<file path="src/rtl/mcpu_pkg.sv">
// Shared definitions for the MEM stage: control/data bundle layouts and the
// access FSM state type.
package mcpu_pkg;
  localparam int MEM_CTRL_W = 7;
  localparam int WB_CTRL_W  = 5;
  localparam int DATA_W     = 69;

  // MEM_CTRL bit positions; the low five bits are also the WB_CTRL layout
  localparam int C_MEMREAD  = 6;
  localparam int C_MEMWRITE = 5;
  localparam int C_REGWRITE = 4;
  localparam int C_MEMTOREG = 3;
  localparam int C_BYTE     = 2;
  localparam int C_HALF     = 1;
  localparam int C_LOADS    = 0;

  // MEM_DATA / WB_DATA field offsets: {rw, EXout, storeData|Dout}
  localparam int D_LO_LSB = 0;
  localparam int D_EX_LSB = 32;
  localparam int D_RW_LSB = 64;

  typedef enum logic {IDLE = 1'b0, BUSY = 1'b1} state_e;
endpackage

</file>
<file path="src/rtl/dm_lane.sv">
// Byte-enable, store-lane replication and alignment check for one access.
module dm_lane (
  input  logic [1:0]  addr_lo,
  input  logic        is_byte,
  input  logic        is_half,
  input  logic [31:0] sd,
  output logic [3:0]  be,
  output logic [31:0] wdata,
  output logic        misalign
);
  // byte takes priority over half when both size flags are set
  always_comb begin
    be       = 4'b1111;
    wdata    = sd;
    misalign = 1'b0;
    if (is_byte) begin
      be    = 4'b0001 << addr_lo;
      wdata = {4{sd[7:0]}};
    end else if (is_half) begin
      be       = addr_lo[1] ? 4'b1100 : 4'b0011;
      wdata    = {2{sd[15:0]}};
      misalign = addr_lo[0];
    end else begin
      misalign = |addr_lo;
    end
  end
endmodule

</file>
<file path="src/rtl/mem_stage.sv">
// MEM stage with MEM/WB register: runs loads/stores over a req/ack data
// memory port, stalls upstream while an access is outstanding, aborts on timeout.
module mem_stage
  import mcpu_pkg::*;
#(
  parameter int TIMEOUT_CYC = 255,
  parameter int CNT_W       = 8
) (
  input  logic                  clk,
  input  logic                  rst,
  input  logic                  MEM_valid,
  input  logic [MEM_CTRL_W-1:0] MEM_CTRL,
  input  logic [DATA_W-1:0]     MEM_DATA,
  output logic                  o_stall,
  output logic [37:0]           o_MEM_BACK,
  output logic                  dm_req,
  output logic                  dm_we,
  output logic [31:0]           dm_addr,
  output logic [3:0]            dm_be,
  output logic [31:0]           dm_wdata,
  input  logic                  dm_ack,
  input  logic [31:0]           dm_rdata,
  output logic [WB_CTRL_W-1:0]  WB_CTRL,
  output logic [DATA_W-1:0]     WB_DATA,
  output logic                  o_misalign,
  output logic                  o_timeout
);
  logic [4:0]  rw;
  logic [31:0] ex, sd;
  logic        memop, mis, to_hit;
  logic [3:0]  be_c;
  logic [31:0] wdata_c;

  state_e         state, state_n;
  logic [CNT_W-1:0] cnt;
  logic [WB_CTRL_W-1:0] lat_wb;
  logic           lat_we;
  logic [4:0]     lat_rw;
  logic [31:0]    lat_ex;

  assign rw    = MEM_DATA[D_RW_LSB +: 5];
  assign ex    = MEM_DATA[D_EX_LSB +: 32];
  assign sd    = MEM_DATA[D_LO_LSB +: 32];
  assign memop = MEM_valid & (MEM_CTRL[C_MEMREAD] | MEM_CTRL[C_MEMWRITE]);

  assign o_MEM_BACK = {MEM_valid & MEM_CTRL[C_REGWRITE] & ~MEM_CTRL[C_MEMTOREG], ex, rw};

  dm_lane u_lane (
    .addr_lo (ex[1:0]),
    .is_byte (MEM_CTRL[C_BYTE]),
    .is_half (MEM_CTRL[C_HALF]),
    .sd      (sd),
    .be      (be_c),
    .wdata   (wdata_c),
    .misalign(mis)
  );

  // an ack on the last allowed cycle completes the access instead of aborting
  assign to_hit = (cnt == CNT_W'(TIMEOUT_CYC - 1)) & ~dm_ack;

  always_comb begin
    state_n = state;
    o_stall = 1'b0;
    case (state)
      IDLE: if (memop && !mis) begin
        o_stall = 1'b1;
        state_n = BUSY;
      end
      BUSY: if (dm_ack || to_hit) state_n = IDLE;
            else                  o_stall = 1'b1;
      default: state_n = IDLE;
    endcase
  end

  always_ff @(posedge clk or negedge rst) begin
    if (!rst) begin
      state      <= IDLE;
      cnt        <= '0;
      dm_req     <= 1'b0;
      dm_we      <= 1'b0;
      dm_addr    <= '0;
      dm_be      <= '0;
      dm_wdata   <= '0;
      WB_CTRL    <= '0;
      WB_DATA    <= '0;
      o_misalign <= 1'b0;
      o_timeout  <= 1'b0;
      lat_wb     <= '0;
      lat_we     <= 1'b0;
      lat_rw     <= '0;
      lat_ex     <= '0;
    end else begin
      state      <= state_n;
      o_misalign <= 1'b0;
      o_timeout  <= 1'b0;
      WB_CTRL    <= '0;
      WB_DATA    <= '0;
      case (state)
        IDLE: begin
          if (memop && !mis) begin
            lat_wb   <= MEM_CTRL[C_REGWRITE:C_LOADS];
            lat_we   <= MEM_CTRL[C_MEMWRITE];
            lat_rw   <= rw;
            lat_ex   <= ex;
            dm_req   <= 1'b1;
            dm_we    <= MEM_CTRL[C_MEMWRITE];
            dm_addr  <= {ex[31:2], 2'b00};
            dm_be    <= be_c;
            dm_wdata <= wdata_c;
            cnt      <= '0;
          end else begin
            // any memop reaching here is misaligned: pass it on without a write
            if (MEM_valid)
              WB_CTRL <= {MEM_CTRL[C_REGWRITE] & ~memop, MEM_CTRL[C_MEMTOREG:C_LOADS]};
            WB_DATA    <= {rw, ex, 32'h0};
            o_misalign <= memop;
          end
        end
        BUSY: begin
          if (dm_ack) begin
            WB_CTRL <= lat_wb;
            WB_DATA <= {lat_rw, lat_ex, lat_we ? 32'h0 : dm_rdata};
            dm_req  <= 1'b0;
          end else if (to_hit) begin
            WB_CTRL   <= {1'b0, lat_wb[C_MEMTOREG:C_LOADS]};
            WB_DATA   <= {lat_rw, lat_ex, 32'h0};
            dm_req    <= 1'b0;
            o_timeout <= 1'b1;
          end else begin
            cnt <= cnt + 1'b1;
          end
        end
        default: ;
      endcase
    end
  end
endmodule

</file>
<file path="config.mk">
export PLATFORM = sky130hd
export DESIGN_NAME = mem_stage
export DESIGN_NICKNAME = d
export VERILOG_FILES = /design/src/rtl/mcpu_pkg.sv /design/src/rtl/dm_lane.sv /design/src/rtl/mem_stage.sv
export SDC_FILE = /design/constraint.sdc
export NUM_CORES = 1
export LEC_CHECK = 0
export BUFFER_PORTS_ARGS = -buffer_cell sky130_fd_sc_hd__buf_4
export CAP_MARGIN = 20
export CORE_MARGIN = 2
export CORE_UTILIZATION = 45
export DETAILED_ROUTE_END_ITERATION = 8
export PLACE_DENSITY = 0.8
export SYNTH_ARGS = -nofsm -noshare
export SYNTH_HDL_FRONTEND = slang
export SYNTH_SLANG_ARGS = --single-unit
</file>
<file path="constraint.sdc">
create_clock -name clk -period 3.6 [get_ports clk]
set_input_delay 0.72 -clock clk [delete_from_list [all_inputs] [get_ports clk]]
set_output_delay 0.72 -clock clk [all_outputs]
set_load 0.02 [all_outputs]
</file>
Yosys cells after proc, flatten, opt, wreduce, memory -nomap -nowiden. Index checks and enable logic that the tools add are counted.

Add/sub/neg operators: 1. Multiply operators: 0. Div/mod/pow operators: 0. Magnitude comparators: 0. Eq/ne operators: 5. Shift-type cells: 1. Muxes and demuxes: 33. Bitwise logic cells: 10. Reductions and logical operators: 7.

Operators by type and width (number): $mux 69 (3); $pmux 69 s2 (1); $mux 32 (3); $mux 8 (3); $mux 4 (4); $pmux 8 s2 (1); $mux 5 (3); $mux 1 (12); $pmux 5 s2 (1); $add 8x1->8 const B (1); $eq 8x8->1 const B (1); $ne 2x2->1 const B (3); $and 1x1->1 (5); $not 1->1 (4); $pmux 1 s2 (2); $reduce_and 2->1 (2); $shl 1x2->4 const A (1); $ne 3x3->1 const B (1); $reduce_and 3->1 (1); $reduce_or 2->1 (1); $logic_and 1x1->1 (1); $logic_not 1->1 (1); $logic_or 1x1->1 (1); $or 1x1->1 (1).

Bits in registers: 195. Latch bits: 0. Bits in writable memories: 0. Memory bits (read-only): 0. Memories kept: 0.

Longest topological paths before layout.
Depth after elaboration: 7. Gate-level depth with buffers: 8. Gate-level depth less buffers: 6.

By module. From an unflattened synthesis, not the netlist that was laid out.

Cell total of the unflattened synthesis: 706. Area, all modules: 7105.6 um2.

Modules (own cells, without submodules): mem_stage (times used 1, cells an instance 634, area each 6628.9 um2); dm_lane (times used 1, cells an instance 72, area each 476.7 um2).

Least setup slack after synthesis. OpenSTA, ideal clock, no wires.

Path kind: in2out. Start: input MEM_DATA[32]. End: output o_stall. Arrival: 1.639 ns. Data required time: 2.880 ns. Slack: 1.241 ns. Stages on the path: 4. Path buffers: 1. Path through: clkbuf_1 o21bai_4 a21oi_2 inv_1.

Cells in the longest elaborated chain, start to end: 7.

Ends and longest elaborated chain: from (decl) (line mem_stage.sv:13) `input logic [DATA_W-1:0] MEM_DATA,`; $reduce_or 2->1 (line dm_lane.sv:24) `misalign = |addr_lo;`; $mux 1 (*) (line dm_lane.sv:19) `end else if (is_half) begin`; $mux 1 (*) (line dm_lane.sv:16) `if (is_byte) begin`; $logic_not 1->1 (*) (line mem_stage.sv:65) `IDLE: if (memop && !mis) begin`; $logic_and 1x1->1 (*) (line mem_stage.sv:65); $mux 1 (*) (line mem_stage.sv:65); $pmux 1 s2 (*) (line mem_stage.sv:64) `case (state)`; to (decl) (line mem_stage.sv:14) `output logic o_stall,`.

Every way passes the cells marked *; elsewhere a longest branch is shown, timed or not.

Worst setup path in the final report.
Start: register cnt[0]. End: output o_stall.

Cells in the longest elaborated chain, start to end: 5.

Ends and longest elaborated chain: from (decl) (line mem_stage.sv:35) `logic [CNT_W-1:0] cnt;`; from (signal assigned) (line mem_stage.sv:130) `cnt <= cnt + 1'b1;`; $eq 8x8->1 (line mem_stage.sv:59) `assign to_hit = (cnt == CNT_W'(TIMEOUT_CYC - 1)) & ~dm_ack;`; $and 1x1->1 (line mem_stage.sv:59); $logic_or 1x1->1 (line mem_stage.sv:69) `BUSY: if (dm_ack || to_hit) state_n = IDLE;`; $mux 1 (line mem_stage.sv:69); $pmux 1 s2 (line mem_stage.sv:64).

Every way passes these cells.

==> impl_metrics.csv <==
group,metric,value,unit
synth,syn_avg_cell_area,13.2,um2
synth,ys_types,47,
route,dr.pass1.iters,4,
clock_network,cts-root-buf,"clkbuf_16",
synth,synthCells,546,
sta,tns,0,ns
sta,worst_pin_slew,0.924,ns
power_and_ir_drop,sw_frac_of_total,30.4,%
power_and_ir_drop,powerDensity,615,mW/mm2
synth,ys_seq_area_share,57.5,%
synth,synth_edf_count,0,
run,drv_cap,0,
synth,yosysWarningCount,0,
setup_path,critPathCaptureType,"primary output",
setup_path,cp_max_fo,9,
setup_path,critPathKind,"flip-flop to primary output",
clock_network,clkSinkCount,165,
synth,synth-seq-cells,165,
cells_and_area,multi_input_area,0.00234,mm2
clock_network,cts_resized,0,
floorplan,dieArea,0.0170,mm2
placed_design,portBuffers,294,
sta,setup_viol,0,
sta,clock_skew,0.00687,ns
sta,finalCritPeriodShare,77.8,%
setup_path,start_kind,"flip-flop",
power_and_ir_drop,combPwrFrac,28.1,%
grt,grt_pass1_wl,25000,um
outcome,status,"finished, final reports clean",
cells_and_area,diodes,0,
cells_and_area,area_delta_synth_final,34.9,%
min_path,hold_class,"input pin to asynchronous set/reset pin",
floorplan,io_pins,297,
sta,slew_viol_final,0,
clock_network,cts_max_level,4,
placed_design,dp.final_hpwl,12200,um
clock_network,tritoncts,"done",
grt,grt_pass1_vias,4878,
power_and_ir_drop,peakVddDrop,0.000329,V
floorplan,num_rows,46,
power_and_ir_drop,seq_power_share,40.3,%
route,first_iter_violations,220,
setup_path,cp.required,2.88,ns
floorplan,die_x,130,um
power_and_ir_drop,p_clk_share,31.6,%
sta,final-hold-violation-count,0,
clock_network,cts_made_buffers,17,
cells_and_area,layout_common_cells,"buf_4, dfrtp_1, mux2_4, o21ai_0, a22o_1",
clock_network,cts_setup_buffers,0,
floorplan,core_area,0.0157,mm2
setup_path,r2r_slack,1.61,ns
setup_path,cp.arrival,2.08,ns
power_and_ir_drop,p_int,4140,uW
grt,grt_max_degree,73,
clock_network,clockBufferDepth,2,
power_and_ir_drop,power_switching,1810,uW
sta,grt_setup_unrepaired,"false",
route,avgViaCountPerCell,4.93,
route,wl_per_cell,17.0,um
sta,slew_headroom,38.4,%
cells_and_area,regArea,0.00413,mm2
power_and_ir_drop,p_leak,0.00499,uW
clock_network,insertion_delay,0.42,ns
sta,maxClockFrequency,357,MHz
cells_and_area,drive_gt1_share,52.6,%
clock_network,clkTransAtPathRegs,0.06,ns
synth,synth-main-ff-cell,"dfrtp_1",
route,final_antenna_net_count,0,
synth,synth_area,0.00718,mm2
floorplan,fp.dieH,130,um
route,wl,17000,um
grt,grt-ovfl-total,0,
cells_and_area,final_common_cell,"buf_4",
route,vias,4914,
grt,antenna_found_initial,0,
placed_design,place_congestion,0.766,
sta,fin_crit,2.80,ns
route,drcViolationCount,0,
clock_network,holdBufCountCts,0,
grt,track_usage,19.4,%
sta,layout_setup_ws,0.799,ns
placed_design,pre_cts_ws,0.905,ns
cells_and_area,fin_nets,882,
cells_and_area,nFillCells,1232,
synth,synthArstFlopShare,100,%
floorplan,start_util,45.7,%
[final timing paths]
kind / startpoint / to / depth (start not counted)
min in group clk: lat_ex[1] / WB_DATA[33] / 1
max reg2reg: cnt[0] / WB_DATA[63] / 6
min reg2reg: lat_ex[1] / WB_DATA[33] / 1
max in group asynchronous: rst / dm_wdata[8] / 2
max: cnt[0] / o_stall / 7
min: rst / WB_DATA[40] / 1
[routing by layer]
layer  share of wire, %  track usage, %  wire (um)  vias to the layer above
li1                   -               -          -                     2273
met4                1.8            7.63        310                        0
met5                  0               0          0                        -
met3                9.9            8.24       1680                       22
met2                 50            32.9       8500                      215
met1                 38            21.7       6450                     2404
[registers in the layout, summed over array words and instances, names as in the netlist]
signal and cells:
WB_DATA 69, dm_wdata 32, lat_ex 32, cnt 8, WB_CTRL 5, lat_rw 5, lat_wb 5, dm_be 4
dm_req 1, lat_we 1, o_misalign 1, o_timeout 1, state 1
[cells by family after synthesis]
kind of cell,share of synthesized area (%)
and+or+nand+nor,6.25
buffers and inverters,10.2
DFF,57.5
adders and majority gates,0.348
AOI/OAI and AO/OA,10.6
xor gates and xnor gates,0.122
other,0.0522
muxes,15.0
[through the flow]
stage	total power [uW]	std cells	hold WS [ns]	area [um2]	utilization (%)
global placement	4080	965	0.469	9070	57.7
detailed placement	4120	965	0.477	9070	57.7
CTS	6020	997	0.321	9690	61.6
global route	6230	997	0.341	9690	61.6
floorplan	3480	547	0.424	7190	-
finish	5960	997	0.298	9690	61.6
[power by group through the flow]
stage,clock [uW],sequential [uW],combinational [uW]
2_1_floorplan,0,2640,838
3_3_place_gp,0,2420,1670
3_5_place_dp,0,2430,1700
4_1_cts,1920,2400,1700
5_1_grt,2000,2440,1790
6_report,1880,2400,1670
[cell type report]
class	count	share of cell area (%)
Tap cell	216	2.79
Clock buffer	19	4.57
Sequential cell	165	42.6
Clock inverter	13	1.78
Inverter	12	0.465
Multi-Input combinational cell	271	24.1
Timing Repair Buffer	301	23.6
[synth_stat cells (all sizes together) (2+ instances only)]
| cell type | instances | share of area [%] |
|---|---|---|
| nor4b | 3 | 0.37 |
| o31ai | 2 | 0.21 |
| and2 | 33 | 2.9 |
| inv | 12 | 0.63 |
| nor2 | 8 | 0.45 |
| and3 | 2 | 0.17 |
| buf | 89 | 9.0 |
| a21oi | 7 | 0.59 |
| o21a | 2 | 0.21 |
| mux2 | 68 | 13 |
| nand2 | 16 | 0.87 |
| clkbuf | 10 | 0.52 |
| a211o | 3 | 0.37 |
| mux2i | 16 | 2.2 |
| nand3 | 5 | 0.35 |
| a32o | 4 | 0.56 |
| o21ai | 38 | 2.6 |
| o21ba | 2 | 0.28 |
| ha | 2 | 0.35 |
| a22o | 37 | 4.5 |
| a21o | 2 | 0.21 |
| nand2b | 2 | 0.17 |
| o21bai | 2 | 0.37 |
| dfrtp | 165 | 57 |
[worst max-delay path, stage by stage (launching register included)]
cell	delay [ns]
dfrtp_1	0.42
inv_1	0.07
ha_1	0.14
nand3_1	0.14
o21ba_2	0.26
a21oi_2	0.35
inv_1	0.11
buf_4	0.18
Note: power is estimated with default switching activity, not from simulation.
